### src/rtl/fdc_pkg.sv
// Shared types and constants for the FDC <-> host DMA byte-transfer engine.
package fdc_pkg;

  typedef enum logic [1:0] {
    IDLE = 2'd0,
    XFER = 2'd1,
    DONE = 2'd2
  } state_e;

  localparam logic DIR_READ  = 1'b1;  // FIFO -> host
  localparam logic DIR_WRITE = 1'b0;  // host -> FIFO

endpackage

### src/rtl/fdc_dma_watchdog.sv
// Req-without-ack watchdog: counts enabled cycles, saturates at all-ones,
// and reports expiry while the count sits there.
module fdc_dma_watchdog #(
  parameter int TIMEOUT_W = 12
) (
  input  logic clk,
  input  logic rst_n,
  input  logic en,
  input  logic clr,
  output logic expired
);

  logic [TIMEOUT_W-1:0] cnt_q, cnt_d;

  assign expired = &cnt_q;

  // Next count: clear wins, otherwise count up until saturated.
  always_comb begin
    // NOTE: every always_comb output gets a default first so no path leaves it unassigned (no latch).
    cnt_d = cnt_q;
    if (clr) begin
      cnt_d = '0;
    end else if (en && !expired) begin
      cnt_d = cnt_q + TIMEOUT_W'(1);
    end
  end

  // Counter register.
  always_ff @(posedge clk or negedge rst_n) begin
    // NOTE: sequential state uses non-blocking assignments so all flops sample pre-edge values.
    if (!rst_n) cnt_q <= '0;
    else        cnt_q <= cnt_d;
  end

endmodule

### src/rtl/fdc_dma_xfer.sv
// Byte-transfer engine between the FDC data FIFO and the host 8237 DMA channel.
// Read moves FIFO bytes to the host on DACK; write pushes host bytes into the FIFO.
module fdc_dma_xfer
  import fdc_pkg::*;
#(
  parameter int WIDTH     = 8,
  parameter int LEN_W     = 16,
  parameter int TIMEOUT_W = 12
) (
  input  logic             clk,
  input  logic             rst_n,
  input  logic             start,
  input  logic             dir,
  input  logic [LEN_W-1:0] xfer_len,
  input  logic             abort,
  input  logic [WIDTH-1:0] fifo_q,
  input  logic             fifo_empty,
  input  logic             fifo_full,
  output logic             fifo_rdreq,
  output logic             fifo_wrreq,
  output logic [WIDTH-1:0] fifo_data,
  output logic             dma_req,
  input  logic             dma_ack,
  input  logic             dma_tc,
  input  logic [WIDTH-1:0] dma_wdata,
  output logic [WIDTH-1:0] dma_rdata,
  output logic             busy,
  output logic             done,
  output logic [LEN_W-1:0] remaining,
  output logic             err_timeout,
  output logic             err_spur
);

  state_e           state_q, state_d;
  logic             dir_q, dir_d;
  logic [LEN_W-1:0] remaining_q, remaining_d;
  logic             dma_req_q, dma_req_d;
  logic             err_timeout_q, err_timeout_d;
  logic             err_spur_q, err_spur_d;
  logic             accepted;
  logic             avail;
  logic             wd_expired;

  // The watchdog only runs while DRQ is up and unanswered.
  fdc_dma_watchdog #(.TIMEOUT_W(TIMEOUT_W)) u_watchdog (
    .clk     (clk),
    .rst_n   (rst_n),
    .en      (dma_req_q && !dma_ack),
    .clr     (!dma_req_q || dma_ack),
    .expired (wd_expired)
  );

  // Abort and timeout both pre-empt an ack arriving in the same cycle.
  assign accepted = dma_ack && dma_req_q && (state_q == XFER) && !abort && !wd_expired;

  // Next-state, counters, error flags and the registered DRQ.
  always_comb begin
    state_d       = state_q;
    dir_d         = dir_q;
    remaining_d   = remaining_q;
    err_timeout_d = err_timeout_q;
    err_spur_d    = err_spur_q;

    unique case (state_q)
      IDLE: begin
        if (start) begin
          dir_d         = dir;
          remaining_d   = xfer_len;
          err_timeout_d = 1'b0;
          err_spur_d    = 1'b0;
          state_d       = (xfer_len == '0) ? DONE : XFER;
        end
      end
      XFER: begin
        if (abort) begin
          state_d = IDLE;
        end else if (wd_expired) begin
          err_timeout_d = 1'b1;
          state_d       = IDLE;
        end else if (accepted) begin
          remaining_d = remaining_q - LEN_W'(1);
          if (remaining_q == LEN_W'(1) || dma_tc) state_d = DONE;
        end
      end
      DONE:    state_d = IDLE;
      default: state_d = IDLE;
    endcase

    // An ack without a pending request is flagged even if start clears the flags this cycle.
    if (dma_ack && !dma_req_q) err_spur_d = 1'b1;

    // Space/data check uses the direction that will be in force next cycle.
    avail     = (dir_d == DIR_READ) ? !fifo_empty : !fifo_full;
    // Dropping DRQ after every accepted ack leaves one cycle for the FIFO flags to settle.
    dma_req_d = (state_d == XFER) && avail && !accepted;
  end

  // State and datapath registers.
  always_ff @(posedge clk or negedge rst_n) begin
    if (!rst_n) begin
      state_q       <= IDLE;
      dir_q         <= DIR_WRITE;
      remaining_q   <= '0;
      dma_req_q     <= 1'b0;
      err_timeout_q <= 1'b0;
      err_spur_q    <= 1'b0;
    end else begin
      state_q       <= state_d;
      dir_q         <= dir_d;
      remaining_q   <= remaining_d;
      dma_req_q     <= dma_req_d;
      err_timeout_q <= err_timeout_d;
      err_spur_q    <= err_spur_d;
    end
  end

  assign fifo_rdreq  = accepted && (dir_q == DIR_READ);
  assign fifo_wrreq  = accepted && (dir_q == DIR_WRITE);
  assign fifo_data   = dma_wdata;
  assign dma_rdata   = (busy && dir_q == DIR_READ) ? fifo_q : '0;
  assign dma_req     = dma_req_q;
  assign busy        = (state_q != IDLE);
  assign done        = (state_q == DONE);
  assign remaining   = remaining_q;
  assign err_timeout = err_timeout_q;
  assign err_spur    = err_spur_q;

endmodule

### config.mk
export PLATFORM = sky130hd
export DESIGN_NAME = fdc_dma_xfer
export DESIGN_NICKNAME = d
export VERILOG_FILES = /design/src/rtl/fdc_pkg.sv /design/src/rtl/fdc_dma_watchdog.sv /design/src/rtl/fdc_dma_xfer.sv
export SDC_FILE = /design/constraint.sdc
export NUM_CORES = 1
export LEC_CHECK = 0
export CAP_MARGIN = 20
export CORE_AREA = 2 2 73 82
export DETAILED_ROUTE_END_ITERATION = 12
export DIE_AREA = 0 0 75 84
export PLACE_DENSITY = 0.75
export SLEW_MARGIN = 20
export SYNTH_ARGS = -nofsm -noshare
export SYNTH_HDL_FRONTEND = slang
export SYNTH_SLANG_ARGS = --single-unit
### constraint.sdc
create_clock -name clk -period 2.21 [get_ports clk]
set_clock_uncertainty 0.15 [all_clocks]
set_input_delay 0.442 -clock clk [delete_from_list [all_inputs] [get_ports clk]]
set_output_delay 0.442 -clock clk [all_outputs]
set_load 0.01 [all_outputs]
==> metrics.md <==
| Metric | Value |
|---|---|
| CTS tree | done |
| Worst slew pin tran | roughly 450 ps |
| Fmax | 440.6 MHz |
| Switch share | 0.3761 |
| Post-layout util | 0.5860 |
| Dpl cells | roughly 400 |
| Layout cells sized above 1 | 0.2443 |
| Area delta synth->final | 52.58% |
| RSZ-0062 raised after global routing | yes |
| Non-Filler Instances | roughly 430 |
| CTS max path bufs | 2 |
| Final slew viol count | 0 |
| Max-capacitance violation count | 0 |
| Via Count | 2196 |
| Internal | 1.746 mW |
| Netlist cell types | 50 |
| IO buf count | 63 |
| Routed wire per std cell | 14.15 um |
| Slew headroom | 0.6993 |
| Setup CP Type | reg -> out |
| Final Cycle Share | 1.027 |
| Logic pwr share | 0.489 |
| FP Rows | 29 |
| DP HPWL | 4294 um |
| Final ANT Viol Nets | 0 |
| Core area | 5552 um^2 |
| Hold WC Path Type | reg -> reg |
| CP Data Arrival Time | roughly 1700 ps |
| Tmin final | ~2300 ps |
| Vias in the first global route | 2125 |
| Initial DRC Count | 128 |
| Reg clk slew, reported paths | 80 ps |
| Max stage delay on crit path | 390 ps |
| Total GRT Usage | 0.2005 |
| Global-route wire length before repair | 9949 um |
| Seq/Total Area, Yosys | 0.3991 |
| Setup crit end kind | primary output |
| Die Width | 75 um |
| Most common cell after layout, fill and taps aside | clkdlybuf4s50_1 |
| Crit-path slowest cell | dfrtp_1 |
| Outcome | finished with violations |
| Violated checks | setup timing |
| Die Span Y | 84 um |
| DR pass1 iterations | 4 |
| Initial Utilization | 0.3840 |
| ANT cells | 0 |
| Largest net degree at the start of global routing | 35 |
| Flop pwr share | 0.340 |
| Clock sink count | 34 |
| H-tree lvl count | 2 |
| NumNets Final | between 300 and 400 |
| Post-route DRC | 0 |
| Max FO, Critical Path | 3 |
| PwrDens | about 860 nW/um^2 |
| Leakage | between 1 and 1.5 nW |
| Yosys reg bits | 34 |
| Critical path startpoint category | register |
| Gr ovfl total | 0 |
| Hold Violations, Final | 0 |
| Mapped Avg Cell Area | 8.667 um^2 |
| Synth Cell Area | 2132 um^2 |
| Worst Slack Setup Final | -59.77 ps |
| Clock power frac | 0.171 |
| Via/cell ratio | 5.167 |
| CP required | between 1500 and 2000 ps |
| Net Sw Power | 1.052 mW |
| Final setup violation count | 2 |
| Ys async rst share | 1.000 |
| Syn_nets | 290 |
| Worst-skew pair later-pin latency | 300 ps |
| GPL Wtd Cong | 0.8467 |
| CTS Buf Count | 5 |
| Number of I/O pins | 80 |
| Post-Synthesis Cells | 246 |
| Die area | 6300 um^2 |
| Post-synth EDFFs | 0 |
| Root Buffer | clkbuf_8 |
| VDD IR max | between 0.6 and 0.7 mV |
| Final instance area | 3253 um^2 |
| Ys Warns | 0 |
| Critical path cell sequence | ha_2 -> and2_4 -> and4_4 -> nor3_4 -> nand3_2 -> nor2_2 -> buf_2 |
| Commonest non-fill, non-tap cells in the layout | clkdlybuf4s50_1, buf_4, dfrtp_1 |
| Initial antenna violation count | 0 |
| Total Wirelength | 6015 um |
| Post-DP Area | roughly 3000 um^2 |
| Predominant post-synthesis flop cell | dfrtp_1 |
==> power by group through the flow <==
stage / clock network [mW] / logic, mW / registers [mW]
floorplan: 0 / 0.583 / 1.01
global placement: 0 / 1.26 / 0.945
detailed placement: 0 / 1.28 / 0.949
CTS: 0.486 / 1.30 / 0.942
global route: 0.510 / 1.48 / 0.974
finish: 0.478 / 1.37 / 0.950
==> synth_stat cells, types with 2 or more instances <==
cell type	number	share of area
clkbuf_1	7	0.012
ha_1	3	0.018
or3_1	6	0.018
buf_6	3	0.016
dfrtp_1	34	0.40
nor4_1	8	0.023
o22ai_1	2	0.0059
mux2i_1	5	0.023
nor2_1	31	0.055
nor2b_1	2	0.0059
o21a_1	2	0.0070
nand3_1	4	0.0094
inv_1	5	0.0088
a22oi_1	2	0.0070
and3_1	10	0.029
a31oi_1	4	0.012
or2_2	2	0.0059
nand4_1	2	0.0059
o22a_1	2	0.0082
xor2_1	3	0.012
nand2b_1	4	0.012
buf_4	9	0.032
and4_1	2	0.0082
a21oi_1	19	0.045
nor3b_1	2	0.0070
o21ai_1	24	0.056
nand2_1	12	0.021
and2_1	3	0.0088
nor3_1	10	0.023
xnor2_1	4	0.016
==> critical path, delay by kind of cell (launching register included) <==
family	cells	cell delay [ps]
adders and majority gates	1	190
buffers and inverters	1	130
and+or+nand+nor	5	650
DFF	1	390
==> final timing paths <==
kind,end,slack (ps),start,cells after the start
hold / removal,err_timeout,360,err_timeout,2
setup / recovery,fifo_wrreq,-60,u_watchdog.cnt_q[1],7
hold reg to reg,err_timeout,360,err_timeout,2
min in group asynchronous,u_watchdog.cnt_q[6],410,rst_n,2
setup reg to reg,remaining[12],70,remaining[0],8
max in group asynchronous,remaining[0],1160,rst_n,2
==> layout make-up <==
class / instances / area (um^2)
Clock inverter: 3 / 21.27
Clock buffer: 5 / 68.82
Sequential cell: 34 / 852.1
Fill cell: 475 / 2298
Multi-Input combinational cell: 186 / 1177
Timing Repair Buffer: 115 / 1018
Inverter: 5 / 18.77
Tap cell: 77 / 96.34
==> through the flow <==
stage	setup WS (ps)	hold WS [ps]	setup TNS (ps)	total power [mW]
final	-59.77	360.6	-118.1	2.798
after global routing	-134.8	398.4	-312.2	2.968
after CTS	-46.10	373.6	-86.65	2.725
after detailed placement	-314.7	353.9	-1924	2.229
after global placement	-268.9	355.3	-960.7	2.200
after floorplan	-21.82	-3.591	-43.63	1.593
==> what timing repair did <==
| item | CTS | global route |
|---|---|---|
| endpoints found under the setup margin | 11 | 9 |
| buffers inserted | 6 | 6 |
| hold buffers | 0 | 0 |
| pin swaps | 6 | 2 |
| resized for setup | 22 | 11 |
==> per-layer routing <==
layer	vias to the layer above	share of wire	track usage
met3	12	0.045	0.04227
met1	1063	0.43	0.2732
met5	-	0	0
met2	52	0.50	0.3142
li1	1069	-	-
met4	0	0.016	0.06331
==> cells by family after synthesis <==
kind of cell,Yosys count,share of synthesized area
flops,34,0.3991
compound gates,61,0.1719
mux,6,0.02876
fa+ha+maj,3,0.01761
buf+inv,26,0.07453
xor+xnor,7,0.02876
simple gates,109,0.2793
==> state kept, by name (all words and copies together) (netlist names) <==
register,flops
dma_req,1
remaining,16
state_q,2
err_timeout,1
u_watchdog.cnt_q,12
err_spur,1
dir_q,1
Note: power is estimated with default switching activity, not from simulation.
